File: src/rtl/load_store_unit.sv
// Load/store unit: sequences one memory access per request with lane steering and timeout.
// Define LSU_MISALIGN_TRAP_EN to fault misaligned accesses instead of force-aligning them.
module load_store_unit #(
  parameter int unsigned MEM_TIMEOUT = 16
) (
  input  logic        clk,
  input  logic        rst_n,
  input  logic        start,
  input  logic        is_store,
  input  logic [31:0] addr,
  input  logic [31:0] store_data,
  input  logic [1:0]  bit_half_word_select,
  input  logic        is_unsigned,
  output logic        busy,
  output logic        done,
  output logic        fault,
  output logic [31:0] load_data,
  output logic        mem_req,
  output logic        mem_we,
  output logic [31:0] mem_addr,
  output logic [31:0] mem_wdata,
  output logic [3:0]  mem_be,
  input  logic        mem_ready,
  input  logic [31:0] mem_rdata
);

  localparam int CW = $clog2(MEM_TIMEOUT + 1);

  typedef enum logic [1:0] {
    IDLE,
    ACCESS,
    DONE,
    FAULT
  } state_t;

  state_t        state_q;
  logic          st_q;
  logic [1:0]    lo_q;
  logic [1:0]    size_q;
  logic          uns_q;
  logic [CW-1:0] cnt_q;
  logic          busy_q;
  logic          done_q;
  logic          fault_q;
  logic [31:0]   ld_q;
  logic          mreq_q;
  logic          mwe_q;
  logic [31:0]   maddr_q;
  logic [31:0]   mwdata_q;
  logic [3:0]    mbe_q;

  logic [1:0]    lo_d;
  logic [3:0]    be_d;
  logic [31:0]   wdata_d;
  logic          trap_d;
  logic [31:0]   ld_d;
  logic [7:0]    ld_b;
  logic [15:0]   ld_h;

`ifdef LSU_MISALIGN_TRAP_EN
  always_comb begin
    lo_d   = addr[1:0];
    trap_d = 1'b0;
    if (bit_half_word_select == 2'b01)
      trap_d = addr[0];
    else if (bit_half_word_select[1])
      trap_d = |addr[1:0];
  end
`else
  // Misaligned requests are forced onto their natural boundary.
  always_comb begin
    trap_d = 1'b0;
    lo_d   = addr[1:0];
    if (bit_half_word_select == 2'b01)
      lo_d = {addr[1], 1'b0};
    else if (bit_half_word_select[1])
      lo_d = 2'b00;
  end
`endif

  always_comb begin
    be_d    = 4'b1111;
    wdata_d = store_data;
    unique case (1'b1)
      bit_half_word_select == 2'b00: begin
        be_d    = 4'b0001 << lo_d;
        wdata_d = {4{store_data[7:0]}};
      end
      bit_half_word_select == 2'b01: begin
        be_d    = lo_d[1] ? 4'b1100 : 4'b0011;
        wdata_d = {2{store_data[15:0]}};
      end
      default: begin
        be_d    = 4'b1111;
        wdata_d = store_data;
      end
    endcase
    if (!is_store)
      be_d = 4'b0000;
  end

  always_comb begin
    ld_b = mem_rdata[{lo_q, 3'b000} +: 8];
    ld_h = lo_q[1] ? mem_rdata[31:16] : mem_rdata[15:0];
    ld_d = mem_rdata;
    unique case (1'b1)
      size_q == 2'b00:
        ld_d = {{24{~uns_q & ld_b[7]}}, ld_b};
      size_q == 2'b01:
        ld_d = {{16{~uns_q & ld_h[15]}}, ld_h};
      default:
        ld_d = mem_rdata;
    endcase
  end

  always_ff @(posedge clk or negedge rst_n) begin
    if (!rst_n) begin
      state_q  <= IDLE;
      st_q     <= 1'b0;
      lo_q     <= 2'b00;
      size_q   <= 2'b00;
      uns_q    <= 1'b0;
      cnt_q    <= '0;
      busy_q   <= 1'b0;
      done_q   <= 1'b0;
      fault_q  <= 1'b0;
      ld_q     <= '0;
      mreq_q   <= 1'b0;
      mwe_q    <= 1'b0;
      maddr_q  <= '0;
      mwdata_q <= '0;
      mbe_q    <= 4'b0000;
    end else begin
      unique case (state_q)
        IDLE: begin
          if (start) begin
            st_q   <= is_store;
            lo_q   <= lo_d;
            size_q <= bit_half_word_select;
            uns_q  <= is_unsigned;
            busy_q <= 1'b1;
            if (trap_d) begin
              state_q <= FAULT;
              done_q  <= 1'b1;
              fault_q <= 1'b1;
            end else begin
              state_q  <= ACCESS;
              cnt_q    <= '0;
              mreq_q   <= 1'b1;
              mwe_q    <= is_store;
              maddr_q  <= {addr[31:2], 2'b00};
              mwdata_q <= wdata_d;
              mbe_q    <= be_d;
            end
          end
        end
        ACCESS: begin
          // A late mem_ready wins over an expiring timeout.
          if (mem_ready) begin
            state_q <= DONE;
            done_q  <= 1'b1;
            mreq_q  <= 1'b0;
            mwe_q   <= 1'b0;
            mbe_q   <= 4'b0000;
            if (!st_q)
              ld_q <= ld_d;
          end else if (cnt_q == CW'(MEM_TIMEOUT - 1)) begin
            state_q <= FAULT;
            cnt_q   <= cnt_q + CW'(1);
            done_q  <= 1'b1;
            fault_q <= 1'b1;
            mreq_q  <= 1'b0;
            mwe_q   <= 1'b0;
            mbe_q   <= 4'b0000;
          end else begin
            cnt_q <= cnt_q + CW'(1);
          end
        end
        DONE, FAULT: begin
          state_q <= IDLE;
          busy_q  <= 1'b0;
          done_q  <= 1'b0;
          fault_q <= 1'b0;
        end
        default: state_q <= IDLE;
      endcase
    end
  end

  assign busy      = busy_q;
  assign done      = done_q;
  assign fault     = fault_q;
  assign load_data = ld_q;
  assign mem_req   = mreq_q;
  assign mem_we    = mwe_q;
  assign mem_addr  = maddr_q;
  assign mem_wdata = mwdata_q;
  assign mem_be    = mbe_q;

endmodule

File: config.mk
export PLATFORM = sky130hd
export DESIGN_NAME = load_store_unit
export DESIGN_NICKNAME = d
export VERILOG_FILES = /design/src/rtl/load_store_unit.sv
export SDC_FILE = /design/constraint.sdc
export NUM_CORES = 1
export LEC_CHECK = 0
export BUFFER_PORTS_ARGS = -buffer_cell sky130_fd_sc_hd__buf_2
export CELL_PAD_IN_SITES_DETAIL_PLACEMENT = 1
export CELL_PAD_IN_SITES_GLOBAL_PLACEMENT = 1
export CORE_MARGIN = 5
export CORE_UTILIZATION = 33
export CTS_CLUSTER_DIAMETER = 150
export DETAILED_ROUTE_END_ITERATION = 7
export HOLD_SLACK_MARGIN = 0.1
export PLACE_DENSITY = 0.81
export REMOVE_ABC_BUFFERS = 1
export SLEW_MARGIN = 5
export SYNTH_ARGS = -nofsm -noshare
export SYNTH_HDL_FRONTEND = slang
export SYNTH_SLANG_ARGS = --single-unit
File: constraint.sdc
create_clock -name clk -period 1.5 [get_ports clk]
set_input_delay 0.075 -clock clk [delete_from_list [all_inputs] [get_ports clk]]
set_output_delay 0.075 -clock clk [all_outputs]
set_load 0.1 [all_outputs]
==> flow_metrics.env, run 1 <==
export IMPL_status="finished, violations left"
export IMPL_violations="negative setup slack"
export IMPL_path_clk_slew_ns=0.05
export IMPL_end_kind="register"
export IMPL_grt_overflow=0
export IMPL_clock_latency_ns=0.42
export IMPL_route_detailed_drc=0
export IMPL_cpMaxStageDelayCell="dfrtp_2"
export IMPL_port_buffers=206
export IMPL_final_cell_mix="204 x buf_2, 153 x nand2_1, 114 x dfrtp_1, 101 x dlygate4sd3_1, 47 x buf_4"
export IMPL_setup_worst_path_start="lo_q[1]$_DFFE_PN0P_"
export IMPL_min_period_ns=1.64
export IMPL_route_vias_total=5733
export IMPL_worstPathRequired_ns=1.79
export IMPL_clockBufferDepth=2
export IMPL_critPathTopFamily="multiplexers"
export IMPL_clock_skew_ns=0.00985
export IMPL_max_freq_mhz=611
export IMPL_yosysWarnings=0
export IMPL_synth_flop_cell="dfrtp_1"
export IMPL_cts_buffers=17
export IMPL_setup_viol=69
export IMPL_grt_max_degree=55
export IMPL_finalNetCount=1004
export IMPL_multi_input_area_mm2=0.00253
export IMPL_holdCritPathClass="input port to async pin"
export IMPL_worstReg2RegStart="lo_q[1]$_DFFE_PN0P_"
export IMPL_cts_root_buf="clkbuf_16"
export IMPL_htreeDepth=4
export IMPL_dp_hpwl_um=13000
export IMPL_ys_types=45
export IMPL_core_rowCount=47
export IMPL_synth_edf_count=0
export IMPL_totalWireLength_um=23800
export IMPL_path_buf_inv=2
export IMPL_worst_endpoint_arrival_ns=1.92
export IMPL_drt_first_pass_iters=7
export IMPL_r2r_slack_ns=-0.14
export IMPL_hold_violations=0
export IMPL_cp_max_fo=8
export IMPL_netlist_instances=543
export IMPL_clkSinkCount=116
export IMPL_rsz0062_at_grt="yes"
export IMPL_layout_commonest_cell="buf_2"
export IMPL_async_reset_ff_frac=1.00
export IMPL_place_ws_ns=-0.170
export IMPL_tightest_slew_ns=0.514
export IMPL_period_share=1.09
export IMPL_drive_gt1_frac=0.390
export IMPL_cts_tree="done"
export IMPL_maxSlewHeadroom=0.659
export IMPL_dieArea_mm2=0.0193
export IMPL_place_congestion=0.829
export IMPL_seq_area_frac_synth=0.530
export IMPL_grt_pass1_vias=6183
export IMPL_die_w_um=139
export IMPL_netlist_area_mm2=0.00547
export IMPL_startpoint_type="register"
export IMPL_cap_violations=0
export IMPL_via_per_inst=5.06
export IMPL_path_cells="buf_12 > mux2_4 > mux2i_4 > clkbuf_16 > o22ai_2"
export IMPL_core_mm2=0.0164
export IMPL_dr_first_iter_drc_count=219
export IMPL_layout_setup_ws_ns=-0.136
export IMPL_antenna_found_initial=2
export IMPL_report_final_slew_viol_count=0
export IMPL_start_util=0.334
export IMPL_path_class="register to register"
export IMPL_syn2layout_area_growth_pct=67.7
export IMPL_avgRoutedWirePerCell_um=21.0
export IMPL_synth_seq_cells=116
export IMPL_final_antenna_net_count=0
export IMPL_cpPeakStageDelay_ns=0.45
export IMPL_worst_r2r_endpoint="load_data[31]$_DFFE_PN0P_"
export IMPL_ff2ff_path_depth=5
export IMPL_syn_avg_cell_area_um2=10.1
export IMPL_nFillCells=1803
export IMPL_grt_use_total=0.226
export IMPL_grt_pass1_wl_um=34700
export IMPL_register_area_mm2=0.00291
export IMPL_pin_count=209
export IMPL_die_height_um=139
==> repair_timing <==
item	4_1_cts	5_1_grt
hold endpoints to repair	217	0
buffers inserted	8	17
gates resized for setup	13	42
hold buffers	102	0
endpoints found under the setup margin	74	85
cloned	0	4
pin swaps	8	24
==> sequential cells by signal (all words and copies together), names as in the netlist, 2 cells and up <==
signal / cells
size_q: 2
lo_q: 2
cnt_q: 5
mem_wdata: 32
mem_addr: 30
state_q: 2
mem_be: 4
load_data: 32
==> metal layers <==
metal  vias up  wire (µm)  GRT usage  part of all wire
met5         -          0          0                 0
met4         0        697     0.0834             0.029
met3        64       1610     0.0655             0.068
met2       275      12600      0.403              0.53
met1      2832       8920      0.255              0.37
li1       2562          -          -                 -
==> stage by stage <==
step | cell area (µm²) | hold slack, ns | util | TNS (ns) | instances
after CTS | 8730 | 0.104 | 0.532 | -0.521 | 1112
after global routing | 9180 | 0.145 | 0.559 | -9.66 | 1133
after global placement | 6970 | 0.0231 | 0.425 | -0.675 | 970
final | 9180 | 0.139 | 0.559 | -4.62 | 1133
after floorplan | 5260 | -0.221 | - | -72.16 | 505
after detailed placement | 6970 | 0.0229 | 0.425 | -1.78 | 970
==> worst max path at each step <==
stage / to / slack [ns] / cells past startpoint
2_1_floorplan: mem_be[0]$_DFFE_PN0P_ / -1.28 / 3
3_3_place_gp: mem_be[1]$_DFFE_PN0P_ / -0.11 / 6
3_5_place_dp: mem_be[3]$_DFFE_PN0P_ / -0.17 / 6
4_1_cts: mem_be[2]$_DFFE_PN0P_ / -0.08 / 6
5_1_grt: mem_wdata[24]$_DFFE_PN0P_ / -0.19 / 5
6_report: load_data[31]$_DFFE_PN0P_ / -0.14 / 5
==> layout make-up <==
| class | instances | share of cell area |
|---|---|---|
| Multi-Input combinational cell | 383 | 0.276 |
| Sequential cell | 116 | 0.317 |
| Clock buffer | 19 | 0.0472 |
| Clock inverter | 13 | 0.0226 |
| Tap cell | 220 | 0.0300 |
| Inverter | 6 | 0.00245 |
| Timing Repair Buffer | 374 | 0.305 |
| Antenna cell | 2 | 0.000545 |
==> cells in the mapped netlist, types with 2 or more instances <==
cell	number	area (µm²)
a21o_1	4	30.0
inv_1	6	22.5
buf_4	7	52.6
mux4_2	8	180
nand2b_1	4	25.0
and3_1	8	50.1
nor2_1	25	93.8
o21ai_0	33	165
o211ai_1	7	52.6
a21oi_1	18	90.1
dfrtp_1	116	2900
a211o_1	8	70.1
buf_6	4	45.0
ha_1	2	25.0
mux2i_1	39	390
a22o_1	2	17.5
nand3_1	3	15.0
or3_1	2	12.5
a32o_1	2	20.0
buf_2	12	60.1
clkbuf_1	14	52.6
and2_1	14	87.6
nand2_1	153	574
nor2b_1	3	18.8
a31oi_1	4	25.0
o22ai_1	17	106
mux2_2	10	113
==> cells by family (layout without fill, tap and decap cells) <==
group | Yosys count | in the layout | synth area share
simple gates | 224 | 224 | 0.183
compound gates | 97 | 97 | 0.108
other cells | 1 | 4 | 0.000685
fa+ha+maj | 2 | 2 | 0.00457
mux | 58 | 58 | 0.129
flops | 116 | 116 | 0.530
buf+inv | 45 | 412 | 0.0441
Power of run 1 is not shown: default switching activity piles up to over one toggle a cycle in this logic, so the estimate is an artifact.
==> inputs of run 2 (changes only) <==
- REMOVE_ABC_BUFFERS: 1 -> unset
- TNS_END_PERCENT: unset -> 100
==> run 2 against run 1 <==
The flow still finishes with violations (negative setup slack). Critical path depth increased by 1. Flip-flop and latch count unchanged. Via count increased by 0.63%. Critical endpoint is now mem_be[0]$_DFFE_PN0P_. Global-route usage about the same. Clock skew decreased by 0.00081 ns. Largest cell class is now non-clock buffers. Worst setup slack improved by 0.0085 ns. Utilization increased by 3.1 points. Non-clock buffer count increased by 2. Sequential share of layout area decreased by 1.6 points. Highest routed layer unchanged. Cell count increased by 0.35%. Die area unchanged.
==> flow_metrics.env, run 2 (synthesis gave the netlist of run 1 again) <==
export IMPL_path_class="register to register"
export IMPL_grt_pass1_vias=6120
export IMPL_hold_violations=0
export IMPL_grt_overflow=0
export IMPL_layout_setup_ws_ns=-0.128
export IMPL_holdCritPathClass="input port to register"
export IMPL_startpoint_type="register"
export IMPL_worst_endpoint_arrival_ns=1.92
export IMPL_final_cell_mix="205 x buf_2, 113 x dfrtp_1, 101 x dlygate4sd3_1, 80 x nand2_1, 44 x nand2_2"
export IMPL_period_share=1.09
export IMPL_worstPathRequired_ns=1.80
export IMPL_setup_viol=85
export IMPL_report_final_slew_viol_count=0
export IMPL_cp_max_fo=6
export IMPL_clockBufferDepth=2
export IMPL_core_rowCount=47
export IMPL_pin_count=209
export IMPL_start_util=0.334
export IMPL_cts_root_buf="clkbuf_16"
export IMPL_nFillCells=1743
export IMPL_status="finished, violations left"
export IMPL_totalWireLength_um=25400
export IMPL_dp_hpwl_um=13000
export IMPL_max_freq_mhz=614
export IMPL_die_w_um=139
export IMPL_clkSinkCount=116
export IMPL_grt_pass1_wl_um=34700
export IMPL_drive_gt1_frac=0.492
export IMPL_drt_first_pass_iters=4
export IMPL_place_congestion=0.826
export IMPL_clock_latency_ns=0.41
export IMPL_route_detailed_drc=0
export IMPL_via_per_inst=5.07
export IMPL_antenna_found_initial=1
export IMPL_avgRoutedWirePerCell_um=22.3
export IMPL_final_antenna_net_count=0
export IMPL_htreeDepth=4
export IMPL_rsz0062_at_grt="yes"
export IMPL_dieArea_mm2=0.0193
export IMPL_clock_skew_ns=0.00905
export IMPL_syn2layout_area_growth_pct=77.0
export IMPL_port_buffers=206
export IMPL_cts_buffers=17
export IMPL_place_ws_ns=-0.125
export IMPL_path_clk_slew_ns=0.05
export IMPL_grt_max_degree=63
export IMPL_dr_first_iter_drc_count=223
export IMPL_end_kind="register"
export IMPL_layout_commonest_cell="buf_2"
export IMPL_core_mm2=0.0164
export IMPL_die_height_um=139
export IMPL_route_vias_total=5769
export IMPL_finalNetCount=1009
export IMPL_maxSlewHeadroom=0.645
export IMPL_cap_violations=0
export IMPL_setup_tns_ns=-5.77
export IMPL_holdWs_ns=0.144
export IMPL_violations="negative setup slack"
export IMPL_cts_tree="done"
export IMPL_grt_use_total=0.226
export IMPL_min_period_ns=1.63
export IMPL_tightest_slew_ns=0.536
==> run 2: changes by cell type in the layout (fill, tap and decap cells not counted), sizes merged <==
cell / before / now
clkinv: 4 / 6
or3b: 2 / 5
bufinv: 5 / 2
clkbuf: 23 / 32
buf: 269 / 265
clkinvlp: 4 / 2
diode: 2 / 1
==> run 2: repair_timing <==
action / CTS / global route
hold buffers: 101 / 0
setup endpoints to repair: 35 / 101
pin swaps: 7 / 105
hold endpoints to repair: 218 / 0
resized for setup: 2 / 167
cloned: 0 / 15
buffers inserted: 1 / 20
==> run 2: path summary, 6_finish.rpt <==
path	startpoint	end	slack [ns]	depth (start not counted)
worst max-delay path	cnt_q[1]$_DFFE_PN0P_	mem_be[0]$_DFFE_PN0P_	-0.13	6
worst min-delay path	bit_half_word_select[1]	mem_be[3]$_DFFE_PN0P_	0.14	3
worst max register to register	cnt_q[1]$_DFFE_PN0P_	mem_be[0]$_DFFE_PN0P_	-0.13	6
worst min register to register	done$_DFFE_PN0P_	done$_DFFE_PN0P_	0.48	1
max in group asynchronous	rst_n	mem_addr[28]$_DFFE_PN0P_	0.93	3
min in group asynchronous	rst_n	load_data[11]$_DFFE_PN0P_	0.24	3
==> run 2: layer usage <==
| layer | global-route usage | part of all wire | wire length (µm) |
|---|---|---|---|
| met2 | 0.412 | 0.53 | 13600 |
| met4 | 0.0793 | 0.038 | 975 |
| met1 | 0.254 | 0.37 | 9350 |
| met5 | 0 | 0 | 0 |
| met3 | 0.0583 | 0.058 | 1480 |
==> run 2: worst max-delay path, cell delays in order (launching register included) <==
cell and delay (ns):
dfrtp_1 0.36, ha_2 0.19, and3_4 0.19, ha_4 0.14, nor2_4 0.04, a211o_4 0.36, a32o_1 0.22
==> run 2: cell type report <==
cell class | instances | area [µm²] | share of cell area
Inverter | 6 | 22.5 | 0.00233
Sequential cell | 116 | 2910 | 0.300
Tap cell | 220 | 275 | 0.0284
Clock buffer | 22 | 474 | 0.0490
Multi-Input combinational cell | 386 | 2930 | 0.302
Timing Repair Buffer | 376 | 2970 | 0.307
Clock inverter | 10 | 105 | 0.0109
Antenna cell | 1 | 2.50 | 0.000258
==> run 2: through the flow <==
step	instances	cell area, µm²	utilization
after global routing	1137	9680	0.590
after detailed placement	967	7010	0.427
final	1137	9680	0.590
after CTS	1101	8610	0.525
after global placement	967	7010	0.427
after floorplan	544	5540	-
Power of run 2 is left out for the same reason.
==> inputs of run 3 (changes only) <==
- PLACE_DENSITY: 0.81 -> unset
- PLACE_DENSITY_LB_ADDON: unset -> 0.1
- SKIP_LAST_GASP: unset -> 1
==> run 3 against run 2 <==
Highest routed layer unchanged. Cell count decreased by 0.26%. Utilization decreased by 3.1 points. The flow still finishes with violations (negative setup slack). Global-route usage is essentially flat.
==> flow_metrics.env, run 3 (synthesis gave the netlist of run 1 again) <==
export IMPL_status="finished, violations left"
export IMPL_violations="negative setup slack"
export IMPL_route_vias_total=5602
export IMPL_period_share=1.08
export IMPL_worst_endpoint_arrival_ns=1.91
export IMPL_die_height_um=139
export IMPL_dieArea_mm2=0.0193
export IMPL_core_rowCount=47
export IMPL_cap_violations=0
export IMPL_min_period_ns=1.62
export IMPL_port_buffers=206
export IMPL_path_class="register to register"
export IMPL_tightest_slew_ns=0.522
export IMPL_startpoint_type="register"
export IMPL_grt_pass1_vias=6225
export IMPL_path_clk_slew_ns=0.06
export IMPL_clockBufferDepth=2
export IMPL_totalWireLength_um=23300
export IMPL_placed_cells=971
export IMPL_setup_viol=39
export IMPL_layout_commonest_cell="buf_2"
export IMPL_dr_first_iter_drc_count=196
export IMPL_maxSlewHeadroom=0.655
export IMPL_grt_max_degree=44
export IMPL_avgRoutedWirePerCell_um=20.6
export IMPL_layout_cells_non_filler=1134
export IMPL_report_final_slew_viol_count=0
export IMPL_dp_hpwl_um=13700
export IMPL_start_util=0.334
export IMPL_clock_latency_ns=0.41
export IMPL_end_kind="register"
export IMPL_final_antenna_net_count=0
export IMPL_cp_max_fo=6
export IMPL_htreeDepth=4
export IMPL_max_freq_mhz=618
export IMPL_grt_pass1_wl_um=34900
export IMPL_grt_overflow=0
export IMPL_route_detailed_drc=0
export IMPL_clkSinkCount=116
export IMPL_layout_setup_ws_ns=-0.118
export IMPL_core_mm2=0.0164
export IMPL_via_per_inst=4.94
export IMPL_place_congestion=0.798
export IMPL_r2r_slack_ns=-0.12
export IMPL_drt_first_pass_iters=4
export IMPL_cts_root_buf="clkbuf_16"
export IMPL_antennaDiodeCount=0
export IMPL_finalNetCount=1007
export IMPL_holdWs_ns=0.161
export IMPL_cts_buffers=17
export IMPL_die_w_um=139
export IMPL_final_cell_mix="205 x buf_2, 150 x nand2_1, 113 x dfrtp_1, 101 x dlygate4sd3_1, 42 x buf_4"
export IMPL_rsz0062_at_grt="yes"
export IMPL_antenna_found_initial=0
export IMPL_cts_tree="done"
export IMPL_pin_count=209
export IMPL_worstPathRequired_ns=1.80
export IMPL_holdCritPathClass="input port to register"
export IMPL_grt_use_total=0.226
export IMPL_drive_gt1_frac=0.396
export IMPL_syn2layout_area_growth_pct=67.8
export IMPL_clock_skew_ns=0.00696
export IMPL_hold_violations=0
run 3: path summary, 6_finish.rpt:
path                                     startpoint                        end  cells after the start
hold / removal                        mem_rdata[15]  load_data[15]$_DFFE_PN0P_                      4
setup / recovery               cnt_q[1]$_DFFE_PN0P_      mem_be[2]$_DFFE_PN0P_                      6
min in group asynchronous                     rst_n  mem_wdata[28]$_DFFE_PN0P_                      2
hold reg to reg            mem_addr[10]$_DFFE_PN0P_   mem_addr[10]$_DFFE_PN0P_                      2
max in group asynchronous                     rst_n  mem_wdata[30]$_DFFE_PN0P_                      3
setup reg to reg               cnt_q[1]$_DFFE_PN0P_      mem_be[2]$_DFFE_PN0P_                      6
run 3: critical path, stage by stage (launching register included):
cell     delay (ns)
dfrtp_1        0.36
ha_2           0.19
and3_4         0.19
ha_4           0.14
nor2_4         0.04
a211o_4        0.36
a32o_1         0.21
run 3: final cells by class:
class	count	area, µm²
Clock buffer	22	474
Sequential cell	116	2910
Tap cell	220	275
Fill cell	1818	7220
Clock inverter	10	105
Multi-Input combinational cell	385	2530
Timing Repair Buffer	375	2870
Inverter	6	22.5
run 3: per-layer routing:
layer  track usage  routed length (µm)  vias up
li1              -                   -     2582
met1         0.276                9470     2801
met2         0.395               12000      188
met3        0.0572                1340       31
met4        0.0654                 487        0
met5             0                   0        -
run 3: what timing repair did:
| action | in CTS | in global routing |
|---|---|---|
| cloned | 3 | 13 |
| endpoints found under the setup margin | 99 | 62 |
| pin swaps | 3 | 14 |
| hold buffers | 101 | 0 |
| buffers inserted | 6 | 10 |
| resized for setup | 10 | 38 |
| hold endpoints to repair | 218 | 0 |
run 3: stage by stage:
stage | util | area (µm²) | setup WS (ns) | setup TNS (ns)
after floorplan | - | 5540 | -0.0213 | -0.0833
after global placement | 0.425 | 6970 | -0.0659 | -0.475
after detailed placement | 0.425 | 6970 | -0.122 | -4.66
after CTS | 0.532 | 8720 | -0.126 | -2.06
after global routing | 0.560 | 9180 | -0.155 | -4.09
final | 0.560 | 9180 | -0.118 | -1.93
Power of run 3 is left out for the same reason.
